==> config.mk <==
export PLATFORM = sky130hd
export DESIGN_NAME = fifo_ctrl
export DESIGN_NICKNAME = d
export VERILOG_FILES = /design/src/rtl/fifo_ctrl.sv
export SDC_FILE = /design/constraint.sdc
export NUM_CORES = 1
export LEC_CHECK = 0
export ABC_AREA = 0
export CAP_MARGIN = 20
export CORE_MARGIN = 2
export CORE_UTILIZATION = 44
export CTS_BUF_LIST = sky130_fd_sc_hd__clkbuf_8
export CTS_CLUSTER_SIZE = 40
export DETAILED_ROUTE_END_ITERATION = 12
export PLACE_DENSITY = 0.88
export SETUP_SLACK_MARGIN = 0.4
export SLEW_MARGIN = 20
export SYNTH_ARGS = -nofsm -noshare
export SYNTH_HDL_FRONTEND = slang
export SYNTH_SLANG_ARGS = --single-unit
==> constraint.sdc <==
create_clock -name clock -period 2.9 [get_ports clock]
set_clock_uncertainty 0.15 [all_clocks]
set_input_delay 0.58 -clock clock [delete_from_list [all_inputs] [get_ports clock]]
set_output_delay 0.58 -clock clock [all_outputs]
set_load 0.01 [all_outputs]
==> src/rtl/fifo_ctrl.sv <==
// fifo_ctrl: pointer, occupancy and flag controller for a 16-entry memory_unit FIFO
module fifo_ctrl #(
    parameter int ADDR_W = 4
) (
    input  logic              clock,
    input  logic              reset_n,
    input  logic              push,
    input  logic              pop,
    input  logic              flush,
    output logic              wen,
    output logic              ren,
    output logic [ADDR_W-1:0] wrAddress,
    output logic [ADDR_W-1:0] rdAddress,
    output logic              rd_valid,
    output logic              full,
    output logic              empty,
    output logic [ADDR_W:0]   count,
    output logic              overflow,
    output logic              underflow
);
    localparam logic [ADDR_W:0] DEPTH = {1'b1, {ADDR_W{1'b0}}};

    logic [ADDR_W-1:0] wr_ptr_q, wr_ptr_d, rd_ptr_q, rd_ptr_d;
    logic [ADDR_W:0]   count_q, count_d;
    logic              rd_valid_q, overflow_q, underflow_q;
    logic              push_ok, pop_ok;

    assign full      = count_q == DEPTH;
    assign empty     = count_q == '0;
    assign wen       = push_ok;
    assign ren       = pop_ok;
    assign wrAddress = wr_ptr_q;
    assign rdAddress = rd_ptr_q;
    assign count     = count_q;
    assign rd_valid  = rd_valid_q;
    assign overflow  = overflow_q;
    assign underflow = underflow_q;

    // Accept requests; pushes are refused while full even with a pop so the same address is never read and written together
    always_comb begin
        push_ok  = push & ~full & ~flush;
        pop_ok   = pop & ~empty & ~flush;
        wr_ptr_d = flush ? '0 : wr_ptr_q + ADDR_W'(push_ok);
        rd_ptr_d = flush ? '0 : rd_ptr_q + ADDR_W'(pop_ok);
        count_d  = flush ? '0 :
                   (push_ok && !pop_ok) ? count_q + 1'b1 :
                   (pop_ok && !push_ok) ? count_q - 1'b1 : count_q;
    end

    // State registers plus one-cycle read-valid and error pulses
    always_ff @(posedge clock or negedge reset_n) begin
        if (!reset_n) begin
            wr_ptr_q    <= '0;
            rd_ptr_q    <= '0;
            count_q     <= '0;
            rd_valid_q  <= 1'b0;
            overflow_q  <= 1'b0;
            underflow_q <= 1'b0;
        end else begin
            wr_ptr_q    <= wr_ptr_d;
            rd_ptr_q    <= rd_ptr_d;
            count_q     <= count_d;
            rd_valid_q  <= pop_ok;
            overflow_q  <= push & full & ~flush;
            underflow_q <= pop & empty & ~flush;
        end
    end
endmodule

# After elaboration in Yosys (flattened, before gate mapping)
# Cells that the tools add are included.
# Widths: inputs -> output; s select.
# classes
n_addsub	4
mul	0
div	0
order_cmp	0
n_eq_ne	1
shift	0
muxes	5
bitwise_logic	11
n_reduce_logical	6
# op_table
cell	n
$mux 5	3
$add 4x1->4	2
$and 1x1->1	8
$mux 4	2
$add 5x1->5 const B	1
$eq 5x5->1 const B	1
$logic_not 5->1	1
$sub 5x1->5 const B	1
$not 1->1	3
$reduce_bool 3->1	1
$logic_and 1x1->1	2
$logic_not 1->1	2
# totals
register_bits	16
latch_bits	0
ramBits	0
mem_bits_ro	0
output_inout_bits	20
word_cells	33
mem_count	0

# Depth between registers and ports, before layout
# Gate-level depths: netlist of run 1.
# logic_depth
depth_word	9
ltp_mapped	9
mapped_depth_nobuf	9

# Worst setup path after synthesis of run 1
# No wires, ideal clock.
# synth_timing
path_kind	register to register
from	register count_q[0], in the netlist count[0]
to	register count_q[4], in the netlist count[4]
setup_time_ns	0.088
arrival_time_ns	2.788
t_required_ns	2.662
path_slack_ns	-0.126
stages_incl_launch_ff	8
path_buffers	0
synth_period_minus_slack_ns	3.026
path_cell_list	dfrtp_1 > o41a_1 > or3_2 > ha_1 > nand3_1 > and2_1 > or4b_2 > a41oi_1
# synth_between
elab_chain_cells	8
# synth_rtl
item	line_no	text
start, declared	24	logic [ADDR_W:0] count_q, count_d;
start signal, assigned	62	count_q <= count_d;
branches (longest 8 deep; another with $sub 5x1->5)	--	
# Several ways; the timed one is not identified. The select of a mux whose other input is x is not followed.
# A chain may end at the register's enable or synchronous reset.

# Final worst setup path of run 1
# Ends and elaborated chain as after synthesis.

==> flow_summary.json, run 1 <==
{
  "status": "finished, final reports clean",
  "final_max_slew_viol_count": 0,
  "first_pass_iters": 4,
  "placed_area_mm2": 0.00131,
  "cts_sinks": 16,
  "start_util_pct": 46.1,
  "cap_viol_max_count": 0,
  "grt_usage_pct": 25.6,
  "grt_pass1_vias": 978,
  "nets": 150,
  "clockBufferDepth": 2,
  "startpoint_type": "flip-flop",
  "top_usage_layer": "met2",
  "numPortBuffers": 24,
  "grt.overflow.total": 0,
  "endpoint_kind": "flip-flop",
  "vias_per_cell": 5.73,
  "grt_max_degree": 17,
  "worst_hold_slack_ns": 0.396,
  "leakage_nw": 0.659,
  "drtIter0Drc": 40,
  "yosys_warnings": 0,
  "drc_errors": 0,
  "core_mm2": 0.00194,
  "routabilityCongestion": 0.808,
  "max_stage_delay_ns": 0.48,
  "critPathArrivalTime_ns": 2.74,
  "clk_pin_slew_ns": 0.06,
  "hold_path_class": "flip-flop to flip-flop",
  "syn_area_um2": 896,
  "dieHeight_um": 49.1,
  "antenna_cells": 0,
  "final_layout_size_suffix_gt1_share_pct": 31.9,
  "worstMarginPinSlew_ns": 0.712,
  "fin_util_pct": 75.0,
  "setup-violations-final": 0,
  "relSlewSlack_pct": 52.4,
  "regArea_um2": 405,
  "yosysUniqueCellTypes": 30,
  "period_minus_slack_ns": 2.72,
  "io_pins": 25,
  "fmax_mhz": 368,
  "synth_seq_area_share_pct": 44.7,
  "met2_usage_pct": 48.0,
  "power.density_mw_per_mm2": 859,
  "die_x_um": 49.1,
  "fill_cells": 130,
  "critPathKind": "flip-flop to flip-flop",
  "root_buffer": "clkbuf_8",
  "hpwl_um": 1860,
  "layout_common_cells": "clkdlybuf4s50_1, buf_4, dfrtp_1, nor2_1, a21oi_1",
  "htree_levels": 1,
  "grt.met3_usage_pct": 3.68,
  "post-route-period-util_pct": 93.7,
  "rsz0062_at_grt": "true",
  "clkLatencyLatePin_ns": 0.25,
  "worstPathRequired_ns": 2.92,
  "design_area_mm2": 0.00146,
  "numCtsBuffers": 3,
  "hold_viol": 0,
  "wl_per_cell_um": 17.6,
  "cp_cell_sequence": "buf_6 > o41a_1 > or3_4 > ha_4 > nand3_2 > and2_4 > or4b_4 > a41oi_2",
  "ant_nets": 0,
  "ys_seq_elements": 16,
  "peakVddDrop_uv": 533,
  "num_rows": 16,
  "area_delta_synth_final_pct": 62.6,
  "synth_cells": 89,
  "cts_tree": "done",
  "grt_antenna_before_repair": 0,
  "vias": 928,
  "multi_input_area_um2": 573,
  "die-area_mm2": 0.00241,
  "slowest_stage": "or4b_4",
  "setup_tns_ns": 0,
  "syn_nets": 103,
  "grt_pass1_wl_um": 4690,
  "syn_avg_cell_area_um2": 10.1,
  "met1_usage_pct": 28.5,
  "worstPathMaxFanout": 4,
  "wirelength_um": 2860
}
## layer usage
layer	share of wire [%]	up-vias	wire, µm
li1	-	415	-
met1	36	453	1030
met2	56	48	1610
met3	4.9	12	140
met4	2.6	0	74
met5	0	-	0
## power by group
part / internal (W) / switching [W] / total, W
clock network: 0.000120 / 0.0000778 / 0.000198
registers: 0.000266 / 0.0000578 / 0.000324
logic: 0.000396 / 0.000332 / 0.000728
total: 0.000783 / 0.000467 / 0.00125
## state kept, by name, indices dropped and copies added, names as in the netlist
register   flops
rdAddress      4
count          5
rd_valid       1
wrAddress      4
overflow       1
underflow      1
## stage by stage
stage               cells  setup slack [ns]  power (W)
CTS                   162             0.216    0.00121
finish                162             0.184    0.00125
floorplan              89             0.167   0.000642
global route          162             0.133    0.00132
global placement      150            -0.118   0.000883
detailed placement    150            -0.222   0.000917
## layout make-up
class                   count  area share [%]
well taps                  27            2.32
inverters                   2           0.515
repair buffers             43            26.2
multi-input cells          70            39.3
flip-flops and latches     16            27.8
clock buffers               4            3.78
## worst max-delay path, delay by kind of cell (launching register included)
| kind | cells | cell delay [ns] |
|---|---|---|
| and+or+nand+nor | 4 | 1.11 |
| AOI/OAI and AO/OA | 2 | 0.50 |
| DFF | 1 | 0.45 |
| adders and majority gates | 1 | 0.30 |
| buffers and inverters | 1 | 0.13 |
## logic make-up after synthesis
logic type,synth area share (%)
AOI/OAI and AO/OA,14.4
xor gates and xnor gates,4.89
buffers and inverters,1.26
DFF,44.7
adders and majority gates,13.4
and+or+nand+nor,21.4
## cell usage after synthesis (all sizes together)
master	n	area share (%)
fa	1	2.2
nand4b	1	0.98
a22oi	1	0.84
nand2	2	0.84
or4	1	0.98
nor2b	5	3.5
or3	2	1.5
a21oi	10	5.6
a22o	1	0.98
ha	8	11
o21ai	4	2.2
a311oi	1	0.98
o41a	1	1.3
dfrtp	16	45
a31oi	1	0.70
nand3	6	3.4
inv	2	0.84
nor2	10	4.2
a21o	1	0.84
nor4	1	0.70
xnor2	3	2.9
or4b	1	1.1
and2	2	1.5
a41oi	1	0.98
nor3	1	0.56
nand2b	3	2.1
clkbuf	1	0.42
xor2	2	2.0
## repair_timing
action,in CTS,in global routing
setup endpoints to repair,7,8
gates cloned,0,0
pin swaps,4,2
endpoints found under the hold margin,0,0
hold buffers,0,0
gates resized for setup,13,3
setup buffers,8,0
## worst paths after layout
kind	endpoint	cells after the start	slack [ns]	startpoint
setup / recovery	count[4]	8	0.18	count[0]
setup reg to reg	count[4]	8	0.18	count[0]
hold / removal	rdAddress[3]	2	0.40	rdAddress[3]
min in group asynchronous	wrAddress[2]	1	0.61	reset_n
max in group asynchronous	count[2]	1	1.50	reset_n
hold reg to reg	rdAddress[3]	2	0.40	rdAddress[3]
(Power assumes the default switching activity.)
==> inputs of run 2 (changes only) <==
Settings changed: CORE_UTILIZATION 44 to 52, MAX_ROUTING_LAYER set to met4, PLACE_DENSITY 0.88 to 0.95, RECOVER_POWER set to 25.
Clock period 2.9 ns to 3.2 ns, I/O delays scaled along.
==> flow_summary.json, run 2 (synthesis results as in run 1) <==
{
  "status": "finished, final reports clean",
  "setup-violations-final": 0,
  "critPathArrivalTime_ns": 2.86,
  "rsz0062_at_grt": "true",
  "endpoint_kind": "flip-flop",
  "clockBufferDepth": 2,
  "drc_errors": 0,
  "period_minus_slack_ns": 2.84,
  "setup_tns_ns": 0,
  "hpwl_um": 1710,
  "worstMarginPinSlew_ns": 0.726,
  "wl_per_cell_um": 20.3,
  "numCtsBuffers": 3,
  "io_pins": 25,
  "antenna_cells": 0,
  "vias_per_cell": 6.42,
  "grt_pass1_wl_um": 4310,
  "clk_pin_slew_ns": 0.07,
  "peakVddDrop_uv": 467,
  "max_stage_delay_ns": 0.49,
  "layout_common_cells": "clkdlybuf4s50_1, dfrtp_1, buf_4, a21oi_1, nor2_1",
  "start_util_pct": 57.5,
  "hold_viol": 0,
  "routabilityCongestion": 0.938,
  "grt_max_degree": 17,
  "worstPathMaxFanout": 4,
  "dieHeight_um": 45.5,
  "postCtsHoldBufs": 0,
  "numPortBuffers": 24,
  "die_x_um": 45.5,
  "nets": 145,
  "final_layout_size_suffix_gt1_share_pct": 27.7,
  "vias": 938,
  "power.density_mw_per_mm2": 791,
  "hold-path-cell-count": 2,
  "cts_sinks": 16,
  "cts_tree": "done",
  "grt_antenna_before_repair": 0,
  "die-area_mm2": 0.00207,
  "dp_slack_ns": 0.0215,
  "htree_levels": 1,
  "grt_pass1_vias": 911,
  "clkLatencyLatePin_ns": 0.25,
  "fmax_mhz": 352,
  "num_rows": 14,
  "fill_cells": 78,
  "fin_ws_ns": 0.359,
  "final_max_slew_viol_count": 0,
  "core_mm2": 0.00156,
  "root_buffer": "clkbuf_8",
  "startpoint_type": "flip-flop",
  "drtIter0Drc": 30,
  "regArea_um2": 404,
  "grt_usage_pct": 30.7,
  "critPathKind": "flip-flop to flip-flop",
  "first_pass_iters": 4,
  "grt.overflow.total": 0,
  "multi_input_area_um2": 566,
  "wirelength_um": 2970,
  "ant_nets": 0,
  "p_total_w": 0.00110,
  "r2r.worst_path.cells": 11,
  "cap_viol_max_count": 0,
  "relSlewSlack_pct": 51.4,
  "mostFrequentLayoutCell": "clkdlybuf4s50_1",
  "hold_path_class": "flip-flop to flip-flop",
  "largest_reg_flops": 5,
  "cp_cell_sequence": "nor4_2 > clkbuf_1 > nand2_2 > inv_2 > or3_4 > buf_4 > fa_2 > nand3_4 > and2_4 > or4b_4 > a41oi_2",
  "post-route-period-util_pct": 88.8,
  "leakage_nw": 0.623,
  "slowest_stage": "or4b_4",
  "worstPathRequired_ns": 3.22,
  "area_delta_synth_final_pct": 55.0
}
[run 2: layout make-up]
cell class                 instances  share of cell area (%)
inverter                           2                   0.541
clock buffer                       4                    3.96
multi-input combinational         70                    40.7
sequential                        16                    29.1
timing repair buffer              38                    24.2
tap                               16                    1.44
[run 2: worst paths after layout]
check / start / to / slack [ns]
worst min register to register: wrAddress[2] / wrAddress[2] / 0.42
worst min-delay path: wrAddress[2] / wrAddress[2] / 0.42
worst max register to register: count[1] / count[4] / 0.36
min in group asynchronous: reset_n / rdAddress[3] / 0.74
max in group asynchronous: reset_n / count[1] / 1.65
worst max-delay path: count[1] / count[4] / 0.36
[run 2: report_power, final]
part / switching (W) / internal (W)
clock network: 0.0000719 / 0.000109
logic: 0.000305 / 0.000321
registers: 0.0000514 / 0.000240
[run 2: worst max-delay path, delay by kind of cell, from the launching register on]
| kind | cells | cell delay [ns] |
|---|---|---|
| buffers and inverters | 3 | 0.49 |
| adder cells (fa/ha/maj) | 1 | 0.25 |
| AND/OR/NAND/NOR | 6 | 1.27 |
| flip-flops | 1 | 0.44 |
| AO/OA/AOI/OAI | 1 | 0.18 |
[run 2: layer usage]
metal	vias up	share of wire, %	GRT usage, %
li1	402	-	-
met1	458	37	33.7
met2	60	53	54.1
met3	18	6.0	5.56
met4	0	3.5	12.4
met5	-	0	-
[run 2: timing repair]
action                                  4_1_cts  5_1_grt
resized for setup                            12        2
buffers inserted                              5        5
endpoints found under the setup margin        3        2
hold endpoints to repair                      0        0
pin swaps                                     3        5
[run 2: metrics by stage]
step / instance area, µm² / util [%] / hold slack (ns) / cells
4_1_cts: 1360 / 87.1 / 0.422 / 141
3_5_place_dp: 1240 / 79.8 / 0.403 / 132
5_1_grt: 1390 / 89.1 / 0.439 / 146
2_1_floorplan: 957 / - / 0.194 / 89
3_3_place_gp: 1240 / 79.8 / 0.369 / 132
6_report: 1390 / 89.1 / 0.421 / 146
